==> src/rtl/mu_axi_pkg.sv <==
// Shared AXI encodings and a constant-foldable clog2 helper for the mu_axi* blocks.
// No logic, no latency, no backpressure.
package mu_axi_pkg;

  localparam logic [1:0] AXI_BURST_FIXED = 2'b00;
  localparam logic [1:0] AXI_BURST_INCR  = 2'b01;
  localparam logic [1:0] AXI_BURST_WRAP  = 2'b10;

  localparam logic [1:0] AXI_RESP_OKAY   = 2'b00;
  localparam logic [1:0] AXI_RESP_EXOKAY = 2'b01;
  localparam logic [1:0] AXI_RESP_SLVERR = 2'b10;
  localparam logic [1:0] AXI_RESP_DECERR = 2'b11;

  function automatic int clog2(input int value);
    int r;
    r = 0;
    while ((1 << r) < value) r++;
    return r;
  endfunction

endpackage

==> src/rtl/mu_ordfifo.sv <==
// Register FIFO holding the requester index of each outstanding read burst, in issue order.
// Head is combinational (0 cycles); push is ignored when full, pop ignored when empty.
module mu_ordfifo
  import mu_axi_pkg::*;
#(
  parameter int DEPTH = 4,
  parameter int W     = 1,
  localparam int PW   = clog2(DEPTH),
  localparam int CW   = clog2(DEPTH) + 1
) (
  input  logic          clk,
  input  logic          rst_n,
  input  logic          push,
  input  logic [W-1:0]  push_dat,
  input  logic          pop,
  output logic [W-1:0]  pop_dat,
  output logic          full,
  output logic          empty,
  output logic [CW-1:0] count
);

  logic [W-1:0]  mem [DEPTH];
  logic [PW-1:0] wptr;
  logic [PW-1:0] rptr;
  logic          push_ok;
  logic          pop_ok;

  assign full     = (count == CW'(DEPTH));
  assign empty    = (count == '0);
  assign push_ok  = push && !full;
  assign pop_ok   = pop && !empty;
  assign pop_dat  = mem[rptr];

  // DEPTH is a power of two, so the pointers wrap naturally.
  always_ff @(posedge clk or negedge rst_n) begin
    if (!rst_n) begin
      wptr  <= '0;
      rptr  <= '0;
      count <= '0;
      for (int i = 0; i < DEPTH; i++) mem[i] <= '0;
    end else begin
      if (push_ok) begin
        mem[wptr] <= push_dat;
        wptr      <= wptr + PW'(1);
      end
      if (pop_ok) rptr <= rptr + PW'(1);
      case ({push_ok, pop_ok})
        2'b10:   count <= count + CW'(1);
        2'b01:   count <= count - CW'(1);
        default: count <= count;
      endcase
    end
  end

endmodule

==> src/rtl/mu_axirdarb.sv <==
// Round-robin arbiter sharing one AXI4 read channel among NREQ requesters; AR is registered (1 cycle), R is steered combinationally.
// AR stalls while the AR slot is busy or MAXOUT bursts are outstanding; R backpressure from the head requester passes straight to m_rready.
module mu_axirdarb
  import mu_axi_pkg::*;
#(
  parameter int NREQ    = 2,
  parameter int AXI_AW  = 32,
  parameter int AXI_DW  = 64,
  parameter int AXI_IDW = 1,
  parameter int MAXOUT  = 4
) (
  input  logic                   clk,
  input  logic                   rst_n,
  input  logic [NREQ-1:0]        s_arvalid,
  output logic [NREQ-1:0]        s_arready,
  input  logic [NREQ*AXI_AW-1:0] s_araddr,
  input  logic [NREQ*8-1:0]      s_arlen,
  input  logic [NREQ*3-1:0]      s_arsize,
  input  logic [NREQ*2-1:0]      s_arburst,
  output logic [NREQ-1:0]        s_rvalid,
  input  logic [NREQ-1:0]        s_rready,
  output logic [AXI_DW-1:0]      s_rdata,
  output logic [1:0]             s_rresp,
  output logic                   s_rlast,
  output logic                   m_arvalid,
  input  logic                   m_arready,
  output logic [AXI_IDW-1:0]     m_arid,
  output logic [AXI_AW-1:0]      m_araddr,
  output logic [7:0]             m_arlen,
  output logic [2:0]             m_arsize,
  output logic [1:0]             m_arburst,
  input  logic                   m_rvalid,
  output logic                   m_rready,
  input  logic [AXI_DW-1:0]      m_rdata,
  input  logic [1:0]             m_rresp,
  input  logic                   m_rlast,
  input  logic [AXI_IDW-1:0]     m_rid,
  output logic                   err_orphan
);

  localparam int IW = clog2(NREQ);
  localparam int CW = clog2(MAXOUT) + 1;

  typedef struct packed {
    logic [AXI_AW-1:0] addr;
    logic [7:0]        len;
    logic [2:0]        size;
    logic [1:0]        burst;
  } ar_t;

  logic [IW-1:0] prio_q;
  logic [IW-1:0] win;
  logic [IW:0]   cand;
  logic          found;
  logic          accept;
  ar_t           ar_q;
  ar_t           ar_sel;
  logic [IW-1:0] head;
  logic          ord_full;
  logic          ord_empty;
  logic [CW-1:0] ord_cnt;
  logic          ord_pop;
  logic          unused_rid;

  // Scan from the priority pointer upward, wrapping at NREQ.
  always_comb begin
    found = 1'b0;
    win   = '0;
    cand  = '0;
    for (int i = 0; i < NREQ; i++) begin
      cand = {1'b0, prio_q} + (IW+1)'(i);
      if (cand >= (IW+1)'(NREQ)) cand = cand - (IW+1)'(NREQ);
      if (!found && s_arvalid[cand[IW-1:0]]) begin
        found = 1'b1;
        win   = cand[IW-1:0];
      end
    end
  end

  assign accept    = found && (!m_arvalid || m_arready) && (ord_cnt < CW'(MAXOUT));
  assign s_arready = accept ? (NREQ'(1) << win) : '0;

  assign ar_sel.addr  = s_araddr[win*AXI_AW +: AXI_AW];
  assign ar_sel.len   = s_arlen[win*8 +: 8];
  assign ar_sel.size  = s_arsize[win*3 +: 3];
  assign ar_sel.burst = s_arburst[win*2 +: 2];

  always_ff @(posedge clk or negedge rst_n) begin
    if (!rst_n) begin
      m_arvalid <= 1'b0;
      ar_q      <= '0;
      prio_q    <= '0;
    end else if (accept) begin
      m_arvalid <= 1'b1;
      ar_q      <= ar_sel;
      prio_q    <= (win == IW'(NREQ-1)) ? '0 : win + IW'(1);
    end else if (m_arready) begin
      m_arvalid <= 1'b0;
    end
  end

  assign m_arid    = '0;
  assign m_araddr  = ar_q.addr;
  assign m_arlen   = ar_q.len;
  assign m_arsize  = ar_q.size;
  assign m_arburst = ar_q.burst;

  mu_ordfifo #(
    .DEPTH (MAXOUT),
    .W     (IW)
  ) u_ordfifo (
    .clk      (clk),
    .rst_n    (rst_n),
    .push     (accept && !ord_full),
    .push_dat (win),
    .pop      (ord_pop),
    .pop_dat  (head),
    .full     (ord_full),
    .empty    (ord_empty),
    .count    (ord_cnt)
  );

  // A beat with nothing outstanding is held off, never dropped.
  assign s_rvalid = (m_rvalid && !ord_empty) ? (NREQ'(1) << head) : '0;
  assign m_rready = s_rready[head] && !ord_empty;
  assign s_rdata  = m_rdata;
  assign s_rresp  = m_rresp;
  assign s_rlast  = m_rlast;
  assign ord_pop  = m_rvalid && m_rready && m_rlast;

  always_ff @(posedge clk or negedge rst_n) begin
    if (!rst_n)                     err_orphan <= 1'b0;
    else if (m_rvalid && ord_empty) err_orphan <= 1'b1;
  end

  assign unused_rid = ^m_rid;

endmodule

==> config.mk <==
export PLATFORM = sky130hd
export DESIGN_NAME = mu_axirdarb
export DESIGN_NICKNAME = d
export VERILOG_FILES = /design/src/rtl/mu_axi_pkg.sv /design/src/rtl/mu_ordfifo.sv /design/src/rtl/mu_axirdarb.sv
export SDC_FILE = /design/constraint.sdc
export NUM_CORES = 1
export LEC_CHECK = 0
export BUFFER_PORTS_ARGS = -buffer_cell sky130_fd_sc_hd__buf_4
export CAP_MARGIN = 20
export CORE_AREA = 2 2 111 113
export DETAILED_ROUTE_END_ITERATION = 10
export DIE_AREA = 0 0 113 115
export SLEW_MARGIN = 10
export SYNTH_ARGS = -nofsm -noshare
export SYNTH_HDL_FRONTEND = slang
export SYNTH_SLANG_ARGS = --single-unit
==> constraint.sdc <==
create_clock -name clk -period 2.4 [get_ports clk]
set_input_delay 0.12 -clock clk [delete_from_list [all_inputs] [get_ports clk]]
set_output_delay 0.12 -clock clk [all_outputs]
set_load 0.05 [all_outputs]
* Word level (Yosys, flattened, before mapping)
Index checks and enable logic that the tools add are counted.
Word-level totals: register bits 59, logic and storage cells 87, input port bits 166, output and inout bits 120
Operators by class: $add $sub $neg 8, bitwise logic cells 2, magnitude comparators 9, equality and inequality tests 3, shift operators 6, multiply operators 1, reduce and logical (&&, ||, !) cells 20, muxes and demuxes 24
Operator list (number):
- 64-bit by 7-bit indexed part select with 32-bit output | 1
- 1-bit 2-to-1 mux | 18
- 16-bit by 5-bit indexed part select with 8-bit output | 1
- 1-bit logical AND | 12
- 3-bit greater-or-equal comparator (second input constant) | 2
- 1-bit by 2-bit less-than comparator with 1-bit output (second input constant) | 3
- 2-bit NOT with 3-bit output | 2
- 3-bit case mux with 2 select lines | 1
- 6-bit by 4-bit indexed part select with 3-bit output | 1
- 2-bit by 1-bit adder with 2-bit output (second input constant) | 2
- 4-bit bitwise mux | 1
- 1-bit logical NOT | 4
- 2-bit 2-to-1 mux | 2
- 2-bit nonzero test | 2
- 4-bit by 3-bit indexed part select with 2-bit output | 1
- 1-bit by 1-bit left shift with 2-bit output (first input constant) | 2
- 3-bit by 1-bit adder with 3-bit output (second input constant) | 1
- 3-bit equality test (second input constant) | 1
- 3-bit logical NOT | 1
- 3-bit by 1-bit less-than comparator with 1-bit output (second input constant) | 1
- 3-bit less-than comparator (second input constant) | 1
- 1-bit by 2-bit multiplier with 3-bit output (second input constant) | 1
- 3-bit by 1-bit subtractor with 3-bit output (second input constant) | 1
- 1-bit by 1-bit adder with 2-bit output (second input constant) | 1
- 9 further kinds | 10

* Logic depth before layout (Yosys ltp)
Gate-level depths: netlist of the first run.
depth in word-level cells 14, gate-level depth with buffers 10, depth with buffers taken out 10

* Hierarchy
From an unflattened synthesis of the first run, not the netlist that was laid out.
Unflattened totals: cells, all modules 406, area, all modules 3998.8 µm²
By module, submodules not included:
- mu_axirdarb | cells an instance 352, seq. area each 1201.2 µm², times used 1, area an instance 3393.3 µm²
- mu_ordfifo | cells an instance 54, seq. area each 275.3 µm², times used 1, area an instance 605.6 µm²

* Worst setup path before layout of the first run
Ideal clock, no wire load.
path kind flip-flop to flip-flop, from register m_arvalid, to register u_ordfifo.count[2], arrival time 2225 ps, stages on the path, launching flop included 11, library setup time 80 ps, slack 95 ps, data required time 2320 ps, cell sequence dfrtp_1 > nor2b_4 > nor3_4 > inv_2 > buf_2 > ha_1 > inv_1 > fa_1 > xor2_1 > nor2_1 > xor2_1
Between the ends: cells in the longest elaborated chain, start to end 8, elaborated cells on any way between the ends 10, those cells by class eq/ne (2); mux (1); reduce/logical (7)
Ends and longest elaborated chain:
- start, declared | RTL line mu_axirdarb.sv:25 | output logic m_arvalid,
- start signal, assigned | RTL line mu_axirdarb.sv:90 | m_arvalid <= 1'b0;
- start signal, assigned | RTL line mu_axirdarb.sv:94 | m_arvalid <= 1'b1;
- start signal, assigned | RTL line mu_axirdarb.sv:98 | m_arvalid <= 1'b0;
- 1-bit logical NOT * | RTL line mu_axirdarb.sv:80 | assign accept = found && (!m_arvalid || m_arready) && (ord_cnt < CW'(MAXOUT));
- 1-bit logical OR * | RTL line mu_axirdarb.sv:80
- 1-bit logical AND * (2 in a row) | RTL line mu_axirdarb.sv:80
- 1-bit logical AND * | RTL line mu_axirdarb.sv:114 | .push (accept && !ord_full),
- 1-bit logical AND * | RTL line mu_ordfifo.sv:30 | assign push_ok = push && !full;
- 2-bit by 1-bit equality test with 1-bit output or 2-bit equality test (tied branches) | RTL line mu_ordfifo.sv:47 | case ({push_ok, pop_ok})
- 3-bit case mux with 2 select lines or 2-bit nonzero test (tied branches)
- end signal, assigned | RTL line mu_ordfifo.sv:48 | 2'b10: count <= count + CW'(1);
- end signal, assigned | RTL line mu_ordfifo.sv:49 | 2'b01: count <= count - CW'(1);
- end signal, assigned | RTL line mu_ordfifo.sv:50 | default: count <= count;
- end, declared | RTL line mu_ordfifo.sv:19 | output logic [CW-1:0] count
Every way passes the cells marked *; elsewhere a longest branch is shown, timed or not. A chain may end at the register's enable or synchronous reset.

* Final worst setup path of the first run
from register u_ordfifo.rptr[1], to register u_ordfifo.count[2]
Between the ends: cells in the longest elaborated chain, start to end 12, elaborated cells on any way between the ends 14, those cells by class eq/ne (2); mux (6); bitwise (1); reduce/logical (5)
Ends and longest elaborated chain:
- start, declared | RTL line mu_ordfifo.sv:24 | logic [PW-1:0] rptr;
- start signal, assigned | RTL line mu_ordfifo.sv:46 | if (pop_ok) rptr <= rptr + PW'(1);
- 2-bit NOT with 3-bit output (not written as such) * | RTL line mu_ordfifo.sv:32 | assign pop_dat = mem[rptr];
- 1-bit binary-select mux with 2-bit select * | RTL line mu_ordfifo.sv:32
- 1-bit 2-to-1 mux (not written as such) * (2 in a row) | RTL line mu_ordfifo.sv:32
- 1-bit 2-to-1 mux (not written as such) * (2 in a row) | RTL line mu_axirdarb.sv:125 | assign m_rready = s_rready[head] && !ord_empty;
- 1-bit logical AND * | RTL line mu_axirdarb.sv:125
- 1-bit logical AND * (2 in a row) | RTL line mu_axirdarb.sv:129 | assign ord_pop = m_rvalid && m_rready && m_rlast;
- 1-bit logical AND * | RTL line mu_ordfifo.sv:31 | assign pop_ok = pop && !empty;
- via u_ordfifo.pop_ok | RTL line mu_ordfifo.sv:26 | logic pop_ok;
- 2-bit by 1-bit equality test with 1-bit output or 2-bit equality test (tied branches) | RTL line mu_ordfifo.sv:47
- 3-bit case mux with 2 select lines or 2-bit nonzero test (tied branches)
Mark *: on every way through the listed nets, which the timed path passes. The rest lies on a longest branch. The select of a mux whose other input is x is not followed.

==> metrics.txt, run 1 <==
Worst Setup End Kind flip-flop; fraction of layout cells with a size suffix above 1 49.1%; Sw Pwr 3.11 mW; Filler cells 1204; status complete, but fails checks; Critical Path AT 2.47 ns; GRT overflow 0; Routability Congestion 0.732; register area 0.00148 mm^2; CP Class flip-flop to flip-flop; CTS Sinks 59; Final Net Count 552; WL/cell 16.8 um; post-layout util 37.2%; final WL 8.91 mm; Num CTS Buffers 9; Area Growth Syn to Fin 34.6%; die width 113 um; H-tree depth 3; Startpoint Class flip-flop; post-route ant nets 0; clk slew on worst S/H paths 0.05 ns; Max clock buf depth 2; max cap viols 0; CP Data Required Time 2.64 ns; largest net degree at the start of global routing 60; initial antenna violation count 0; drc violations 14; worst vdd ir 0.000594 V; endpoints failing setup 0; Die Y 115 um; switching share of total power 44.9%; Vias/cell 4.61; TritonCTS clock tree done; via count 2450; Int Pwr 3.83 mW; Syn Inst Count 291; vias in the first global route 2522; Power Density 1580 mW/mm^2; clock root buffer master clkbuf_16; part of the power in registers 25.9%; Die Area 0.0130 mm^2; Rel. slew slack 48.9%; fin crit share 92.7%; failing checks design-rule violations; number of DRC markers in iteration 0 81; first-pass GRT wire length 13.4 mm; CP max FO 3; GRT Total Usage 13.4%; Worst Hold Class input port to flip-flop; Syn Area/Cell 11.2 um^2; syn nets 463; Yosys warnings 0; cell area after synthesis 0.00327 mm^2; Buffers on Ports 151; DRT Pass-1 Iters 7; clk_lat worst skew 0.32 ns; Setup TNS 0 ns; post-route minimum period 2.23 ns; Starting Density 27.7%; Boundary Pins 286; Yosys cell types 32; FP Rows 40; Hold Vio Cnt, Final 0; Comb power frac 53.8%; core area 0.0118 mm^2; clock share of power 20.2%; Static Leakage 2.17 nW; RSZ-0062 raised after global routing false; multi-input gate area in the final layout 0.00118 mm^2; part of the Yosys area used for sequential elements 45.2%; ant diodes 0; hpwl dp 6.56 mm; Highest Clock Rate 449 MHz; Yosys reg bits 59; clk_skew 0.00300 ns; Power Total 6.94 mW; Least-Margin Pin Slew 0.767 ns; Slew Limit Fails 0
flip-flops by register name (all words and copies together), names as in the netlist, 2 cells and up:
register	flops
m_arlen	8
u_ordfifo.rptr	2
u_ordfifo.mem	4
m_araddr	32
m_arburst	2
u_ordfifo.wptr	2
m_arsize	3
u_ordfifo.count	3
power by group through the flow:
stage	Combinational (mW)	Sequential [mW]	Clock, mW
after detailed placement	3.74	1.80	0
after global routing	3.96	1.87	1.50
after global placement	3.68	1.79	0
after CTS	3.73	1.80	1.45
after floorplan	1.57	3.10	0
final	3.74	1.80	1.40
cell families (layout without fill, tap and decap cells):
logic type,Yosys count,after routing,share of synthesized area [%]
buffers and inverters,90,184,19.2
and+or+nand+nor,67,67,12.3
DFF,59,59,45.2
AOI/OAI and AO/OA,52,52,15.8
muxes,11,11,3.52
adders and majority gates,6,6,2.53
xor gates and xnor gates,5,5,1.34
other,1,1,0.115
cells in the final DEF, fill, tap and decap left out, types with 2 or more instances in the layout:
cell / instances
mux2i_2: 3
bufinv_16: 2
clkbuf_16: 9
dfrtp_1: 59
inv_1: 6
buf_4: 159
o21ai_0: 2
mux2_2: 4
xnor2_1: 2
ha_1: 5
clkinv_2: 3
and2_1: 45
a221o_1: 45
inv_2: 2
nand2_1: 7
nor2_1: 6
clkbuf_8: 2
mux2i_1: 4
xor2_1: 3
a21o_1: 2
metrics by stage:
stage | hold slack, ns | setup slack, ns | cell area (um^2) | instances
3_3_place_gp | 0.240 | 0.162 | 4030 | 513
6_report | 0.0196 | 0.174 | 4400 | 532
3_5_place_dp | 0.240 | 0.119 | 4030 | 513
2_1_floorplan | -0.176 | 0.0955 | 3270 | 291
5_1_grt | 0.0158 | 0.0373 | 4400 | 532
4_1_cts | 0.00909 | 0.103 | 4370 | 530
routing by layer:
layer	vias up	routed length, um	global-route usage (%)
li1	1134	-	-
met1	1162	3320	14.5
met2	136	4540	23.1
met3	18	834	4.90
met4	0	221	6.83
met5	-	0	0
worst max-delay path, stage by stage, from the launching register on:
cell and delay (ns):
dfrtp_1 0.43, mux2i_2 0.28, mux2i_2 0.13, mux2i_1 0.15
nor2_1 0.11, ha_1 0.19, inv_1 0.07, fa_1 0.38
xor2_1 0.15, nor2_1 0.11, xor2_1 0.15
synthesized netlist by cell type (all sizes together):
master	instances	area, um^2
a221o	45	450
clkbuf	7	26.3
nor2	6	22.5
xnor2	2	17.5
nor3b	1	7.51
a2111oi	1	27.5
o31ai	1	7.51
ha	5	62.6
o21ai	2	10.0
fa	1	20.0
a21oi	1	5.00
nor3	2	21.3
xor2	3	26.3
nand3	1	5.00
mux2i	7	70.1
nand2	7	26.3
mux2	4	45.0
and3	1	6.26
conb	1	3.75
a21o	2	15.0
and2	45	282
or2	1	6.26
inv	8	30.0
buf	75	571
dfrtp	59	1480
or3	1	6.26
nor2b	2	20.0
cell type report:
class,instances,area share [%]
sequential,59,33.6
timing repair buffer,160,27.4
multi-input combinational,142,26.7
clock buffer,11,5.75
tap,147,4.18
clock inverter,5,1.71
inverter,8,0.683
what timing repair did:
item / CTS / global route
hold buffers: 1 / 0
buffers inserted: 0 / 2
endpoints found under the hold margin: 59 / 0
setup endpoints to repair: 0 / 1
gates resized for setup: 0 / 3
worst paths after layout:
check,slack [ns],end,from,depth (start not counted)
worst max-delay path,0.17,u_ordfifo.count[2],u_ordfifo.rptr[1],10
worst min-delay path,0.02,err_orphan,m_rvalid,2
worst max register to register,0.17,u_ordfifo.count[2],u_ordfifo.rptr[1],10
worst min register to register,0.46,err_orphan,err_orphan,1
max in group asynchronous,1.47,m_araddr[5],rst_n,2
min in group asynchronous,0.43,u_ordfifo.rptr[1],rst_n,2
Note: power is estimated with default switching activity, not from simulation.
==> inputs of run 2 (changes only) <==
GPL_TIMING_DRIVEN = 0   (was not set)
==> run 2 against run 1 <==
The run still ends with design-rule violations left. Clock power fell by 14%. Sequential power about the same. Maximum frequency rose by 1.6%. Design area grew 23%. Worst hold slack worse by 0.0026 ns. Critical path type unchanged. Clock skew rose by 0.00064 ns. Clock-buffer cell count grew 2.
==> metrics.txt, run 2 (synthesis gave the netlist of run 1 again) <==
status complete, but fails checks (unchanged); failing checks design-rule violations (unchanged); Hold Vio Cnt, Final 0 (unchanged); Worst Hold Class input port to flip-flop (unchanged); GRT overflow 0 (unchanged); clk_lat worst skew 0.32 ns (about the same); Die Y 115 um (unchanged); Vias/cell 4.43 (was 4.61); Max clock buf depth 2 (unchanged); largest net degree at the start of global routing 60 (unchanged); Least-Margin Pin Slew 0.777 ns (was 0.767 ns); final WL 9.84 mm (was 8.91 mm); vias in the first global route 2904 (was 2522); Starting Density 27.7% (unchanged); Die Area 0.0130 mm^2 (unchanged); ant diodes 0 (unchanged); FP Rows 40 (unchanged); crit-path cells mux2i_2 -> mux2i_2 -> mux2i_1 -> nor2_1 -> ha_2 -> inv_1 -> fa_1 -> xor2_1 -> nor2_1 -> xor2_1 (was mux2i_2 -> mux2i_2 -> mux2i_1 -> nor2_1 -> ha_1 -> inv_1 -> fa_1 -> xor2_1 -> nor2_1 -> xor2_1); hpwl dp 7.77 mm (was 6.56 mm); Buffers on Ports 217 (was 151); Highest Clock Rate 456 MHz (was 449 MHz); Reg-to-Reg End u_ordfifo.count[2] (unchanged); Setup TNS 0 ns (unchanged); clk slew on worst S/H paths 0.05 ns (about the same); WL/cell 14.6 um (was 16.8 um); RSZ-0062 raised after global routing false (unchanged); CP max-delay cell dfrtp_1 (unchanged); post-route ant nets 0 (unchanged); dpl ws 0.108 ns (was 0.119 ns); initial antenna violation count 0 (unchanged); max cap viols 0 (unchanged); TritonCTS clock tree done (unchanged); die width 113 um (unchanged); commonest non-fill, non-tap cells in the layout buf_4, dfrtp_1, and2_1, a221o_1, clkbuf_16 (unchanged); fraction of layout cells with a size suffix above 1 61.4% (was 49.1%); clock root buffer master clkbuf_16 (unchanged); Num CTS Buffers 9 (unchanged); CP max FO 3 (unchanged); Rel. slew slack 48.2% (was 48.9%); Power Density 1330 mW/mm^2 (was 1580 mW/mm^2); core area 0.0118 mm^2 (unchanged); max FFs per register 32 (unchanged); most common cell after layout, fill and taps aside buf_4 (unchanged); Crit path max-delay family adder cells (unchanged); endpoints failing setup 0 (unchanged); CP Class flip-flop to flip-flop (unchanged); worst r2r path cells 10 (unchanged); Boundary Pins 286 (unchanged); number of DRC markers in iteration 0 84 (was 81); Hold Crit Endpoint err_orphan (unchanged); H-tree depth 3 (unchanged); Worst Setup End Kind flip-flop (unchanged); reg-to-reg slack, setup 0.21 ns (was 0.17 ns); Static Leakage 2.82 nW (was 2.17 nW); Crit path largest cell delay 0.43 ns (about the same); first-pass GRT wire length 14.6 mm (was 13.4 mm); reg-to-reg startpoint u_ordfifo.rptr[1] (unchanged); Startpoint Class flip-flop (unchanged); Critical Path AT 2.44 ns (was 2.47 ns); origin of the worst min-delay path m_rvalid (unchanged); clk_skew 0.00363 ns (was 0.00300 ns); post-route minimum period 2.19 ns (was 2.23 ns); Area Growth Syn to Fin 65.7% (was 34.6%); worst vdd ir 0.000594 V (about the same); setup ws final 0.209 ns (was 0.174 ns); Final Net Count 696 (was 552); Slew Limit Fails 0 (unchanged); via count 2987 (was 2450); Routability Congestion 0.708 (was 0.732); CP Data Required Time 2.65 ns (was 2.64 ns); GRT Total Usage 14.4% (was 13.4%); fin crit share 91.3% (was 92.7%); Hold Crit Depth 2 (unchanged); drc violations 14 (unchanged); CP bufs+invs 1 (unchanged); DRT Pass-1 Iters 7 (unchanged); CTS Sinks 59 (unchanged)
==> run 2: changes by cell type in the layout (fill, tap and decap cells not counted), sizes merged <==
cell    previous run  this run
buf              159       296
clkinv             3         2
clkbuf            11        20
bufinv             2         0
==> run 2: what timing repair did <==
action	CTS	global route
buffers inserted	0	4
hold buffers	1	0
endpoints found under the hold margin	59	0
setup endpoints to repair	0	1
gates resized for setup	0	4
==> run 2: layout make-up <==
class	instances	area [um^2]
sequential	59	1480
multi-input combinational	142	1180
timing repair buffer	222	1670
buffer	82	597
tap	147	184
fill	1139	6400
clock buffer	13	270
inverter	8	30.0
clock inverter	2	10.0
==> run 2: per-layer routing <==
| layer | global-route usage [%] | vias up | routed length, um |
|---|---|---|---|
| li1 | - | 1426 | - |
| met1 | 16.7 | 1393 | 3770 |
| met2 | 25.1 | 160 | 4980 |
| met3 | 5.11 | 8 | 1000 |
| met4 | 4.39 | 0 | 96 |
| met5 | 0 | - | 0 |
==> run 2: metrics by stage <==
stage	utilization [%]	hold WS, ns	area [um^2]	cells	power, mW
3_3_place_gp	43.0	0.249	5080	655	5.91
3_5_place_dp	43.0	0.256	5080	655	5.98
6_report	45.8	0.0169	5410	675	7.21
4_1_cts	45.5	0.00748	5370	671	7.22
5_1_grt	45.8	0.0154	5410	675	7.61
2_1_floorplan	-	-0.176	3270	291	4.68
==> run 2: how the worst max path moves through the flow <==
stage / from / end / slack [ns] / depth (start not counted)
after floorplan: m_arvalid / u_ordfifo.count[2] / 0.1 / 10
after global placement: u_ordfifo.rptr[1] / u_ordfifo.count[2] / 0.12 / 10
after detailed placement: u_ordfifo.rptr[1] / u_ordfifo.count[2] / 0.11 / 10
after CTS: u_ordfifo.rptr[1] / u_ordfifo.count[2] / 0.10 / 10
after global routing: u_ordfifo.rptr[1] / u_ordfifo.count[2] / 0.006 / 10
final: u_ordfifo.rptr[1] / u_ordfifo.count[2] / 0.21 / 10
==> run 2: report_power, final <==
| part | internal, mW | switching (mW) |
|---|---|---|
| registers | 1.49 | 0.333 |
| logic | 1.57 | 2.61 |
| clock network | 0.773 | 0.432 |
==> run 2: worst reg2reg max path: cells and delay by family (launching register included) <==
family	cells	cell delay (ns)
and+or+nand+nor	2	0.24
buffers and inverters	1	0.05
xor gates and xnor gates	2	0.29
DFF	1	0.43
adders and majority gates	2	0.57
muxes	3	0.54
==> inputs of run 3 (changes only) <==
CAP_MARGIN = 10   (was 20)
HOLD_SLACK_MARGIN = 0.1   (was not set)
==> run 3 against run 2 <==
The flow still finishes with violations (design-rule violations). Clock power is essentially flat. Wire length grew 11%. Flip-flop and latch count is the same. Non-clock buffer count up 76. Die area unchanged. First-iteration DRC count increased by 1.2%. Critical endpoint unchanged.
==> metrics.txt, run 3 (synthesis gave the netlist of run 1 again) <==
status complete, but fails checks (unchanged); failing checks design-rule violations (unchanged); part of the power in registers 24.7% (was 25.3%); drc violations 14 (unchanged); Final Non-Filler Cells 751 (was 675); Rel. slew slack 47.6% (was 48.2%); Routability Congestion 0.708 (unchanged); clock share of power 16.3% (was 16.7%); ant diodes 0 (unchanged); post-route ant nets 0 (unchanged); Num CTS Buffers 9 (unchanged); Final Net Count 772 (was 696); Worst Setup End Kind flip-flop (unchanged); Hold Vio Cnt, Final 0 (unchanged); worst vdd ir 0.000607 V (was 0.000594 V); core area 0.0118 mm^2 (unchanged); post-route minimum period 2.19 ns (about the same); H-tree depth 3 (unchanged); max FFs per register 32 (unchanged); commonest non-fill, non-tap cells in the layout buf_4, dlygate4sd3_1, dfrtp_1 (was buf_4, dfrtp_1, and2_1, a221o_1, clkbuf_16); switching share of total power 46.3% (was 46.8%); Setup TNS 0 ns (unchanged); clk_skew 0.00277 ns (was 0.00363 ns); CP max FO 3 (unchanged); post-placement cell count 655 (unchanged); Boundary Pins 286 (unchanged); Int Pwr 3.98 mW (was 3.84 mW); via count 3312 (was 2987); RSZ-0062 raised after global routing false (unchanged); hpwl dp 7.77 mm (unchanged); GRT Total Usage 16.2% (was 14.4%); Startpoint Class flip-flop (unchanged); Sw Pwr 3.43 mW (was 3.37 mW); vias in the first global route 3353 (was 2904); CP Class flip-flop to flip-flop (unchanged); Worst Hold Class input port to flip-flop (unchanged); clk_lat worst skew 0.32 ns (about the same); most common cell after layout, fill and taps aside buf_4 (unchanged); initial antenna violation count 0 (unchanged); CP Data Required Time 2.65 ns (about the same); fraction of layout cells with a size suffix above 1 53.6% (was 61.4%); Least-Margin Pin Slew 0.785 ns (was 0.777 ns); Static Leakage 3.14 nW (was 2.82 nW); Die Area 0.0130 mm^2 (unchanged); GRT overflow 0 (unchanged); Starting Density 27.7% (unchanged); Filler cells 1042 (was 1139); largest net degree at the start of global routing 60 (unchanged); WL/cell 14.6 um (about the same); endpoints failing setup 0 (unchanged); Buffers on Ports 217 (unchanged); clock root buffer master clkbuf_16 (unchanged); max cap viols 0 (unchanged); Area Growth Syn to Fin 89.0% (was 65.7%); Max clock buf depth 2 (unchanged); die width 113 um (unchanged); TritonCTS clock tree done (unchanged); post-layout util 52.3% (was 45.8%); Slew Limit Fails 0 (unchanged); first-pass GRT wire length 16.5 mm (was 14.6 mm); Critical Path AT 2.44 ns (about the same); FP Rows 40 (unchanged); Highest Clock Rate 456 MHz (about the same); final WL 11.0 mm (was 9.84 mm); area of placed instances 0.00508 mm^2 (unchanged); number of DRC markers in iteration 0 85 (was 84); fin crit share 91.4% (was 91.3%); Power Density 1200 mW/mm^2 (was 1330 mW/mm^2); Vias/cell 4.41 (was 4.43); DRT Pass-1 Iters 8 (was 7); CTS Sinks 59 (unchanged); Comb power frac 59.0% (was 58.0%); final instance area 0.00617 mm^2 (was 0.00541 mm^2); Die Y 115 um (unchanged); clk slew on worst S/H paths 0.05 ns (about the same)
## run 3: changes by cell type in the layout (fill, tap and decap cells not counted), sizes merged
| cell | before | now |
|---|---|---|
| dlygate4sd3 | 1 | 77 |
## run 3: worst paths after layout
check / start / end / slack, ns / cells after the start
min in group asynchronous: rst_n / u_ordfifo.rptr[1] / 0.41 / 2
setup reg to reg: u_ordfifo.rptr[1] / u_ordfifo.count[2] / 0.21 / 10
hold / removal: s_arsize[5] / m_arsize[2] / 0.10 / 3
max in group asynchronous: rst_n / m_araddr[28] / 1.45 / 2
hold reg to reg: err_orphan / err_orphan / 0.46 / 1
setup / recovery: u_ordfifo.rptr[1] / u_ordfifo.count[2] / 0.21 / 10
## run 3: per-stage QoR
step	total power [mW]	hold WS (ns)	setup WS, ns
after floorplan	4.68	-0.176	0.0955
after global placement	5.91	0.249	0.124
after detailed placement	5.98	0.256	0.108
after CTS	7.39	0.101	0.101
after global routing	7.81	0.106	0.00603
final	7.41	0.102	0.206
## run 3: what timing repair did
action                                  in CTS  in global routing
buffers inserted                             0                  4
gates resized for setup                      0                  4
hold buffers                                77                  0
endpoints found under the setup margin       0                  1
endpoints found under the hold margin      105                  0
## run 3: critical path, cell delays in order (launching register included)
cell and delay, ns:
dfrtp_1 0.43, mux2i_2 0.27, mux2i_2 0.12, mux2i_1 0.15, nor2_1 0.13, ha_2 0.19
inv_1 0.05, fa_1 0.37, xor2_1 0.15, nor2_1 0.11, xor2_1 0.14
## run 3: metal layers
layer	wire [um]	vias to the layer above	global-route usage (%)
met1	4150	1560	18.3
li1	-	1580	-
met3	887	12	4.59
met2	5760	160	29.5
met5	0	-	0
met4	159	0	5.28
## run 3: power groups by stage
stage	Combinational (mW)	Clock, mW	Sequential [mW]
after floorplan	1.57	0	3.10
after global placement	4.10	0	1.82
after detailed placement	4.16	0	1.82
after CTS	4.32	1.24	1.82
after global routing	4.63	1.29	1.89
final	4.37	1.21	1.83
## run 3: area by class of cell
cell class / count / area (um^2) / share of cell area [%]
inverter: 8 / 30.0 / 0.486
clock inverter: 2 / 10.0 / 0.162
buffer: 82 / 597 / 9.67
multi-input combinational: 142 / 1180 / 19.1
tap: 147 / 184 / 2.98
clock buffer: 13 / 270 / 4.38
timing repair buffer: 298 / 2430 / 39.4
sequential: 59 / 1480 / 23.9
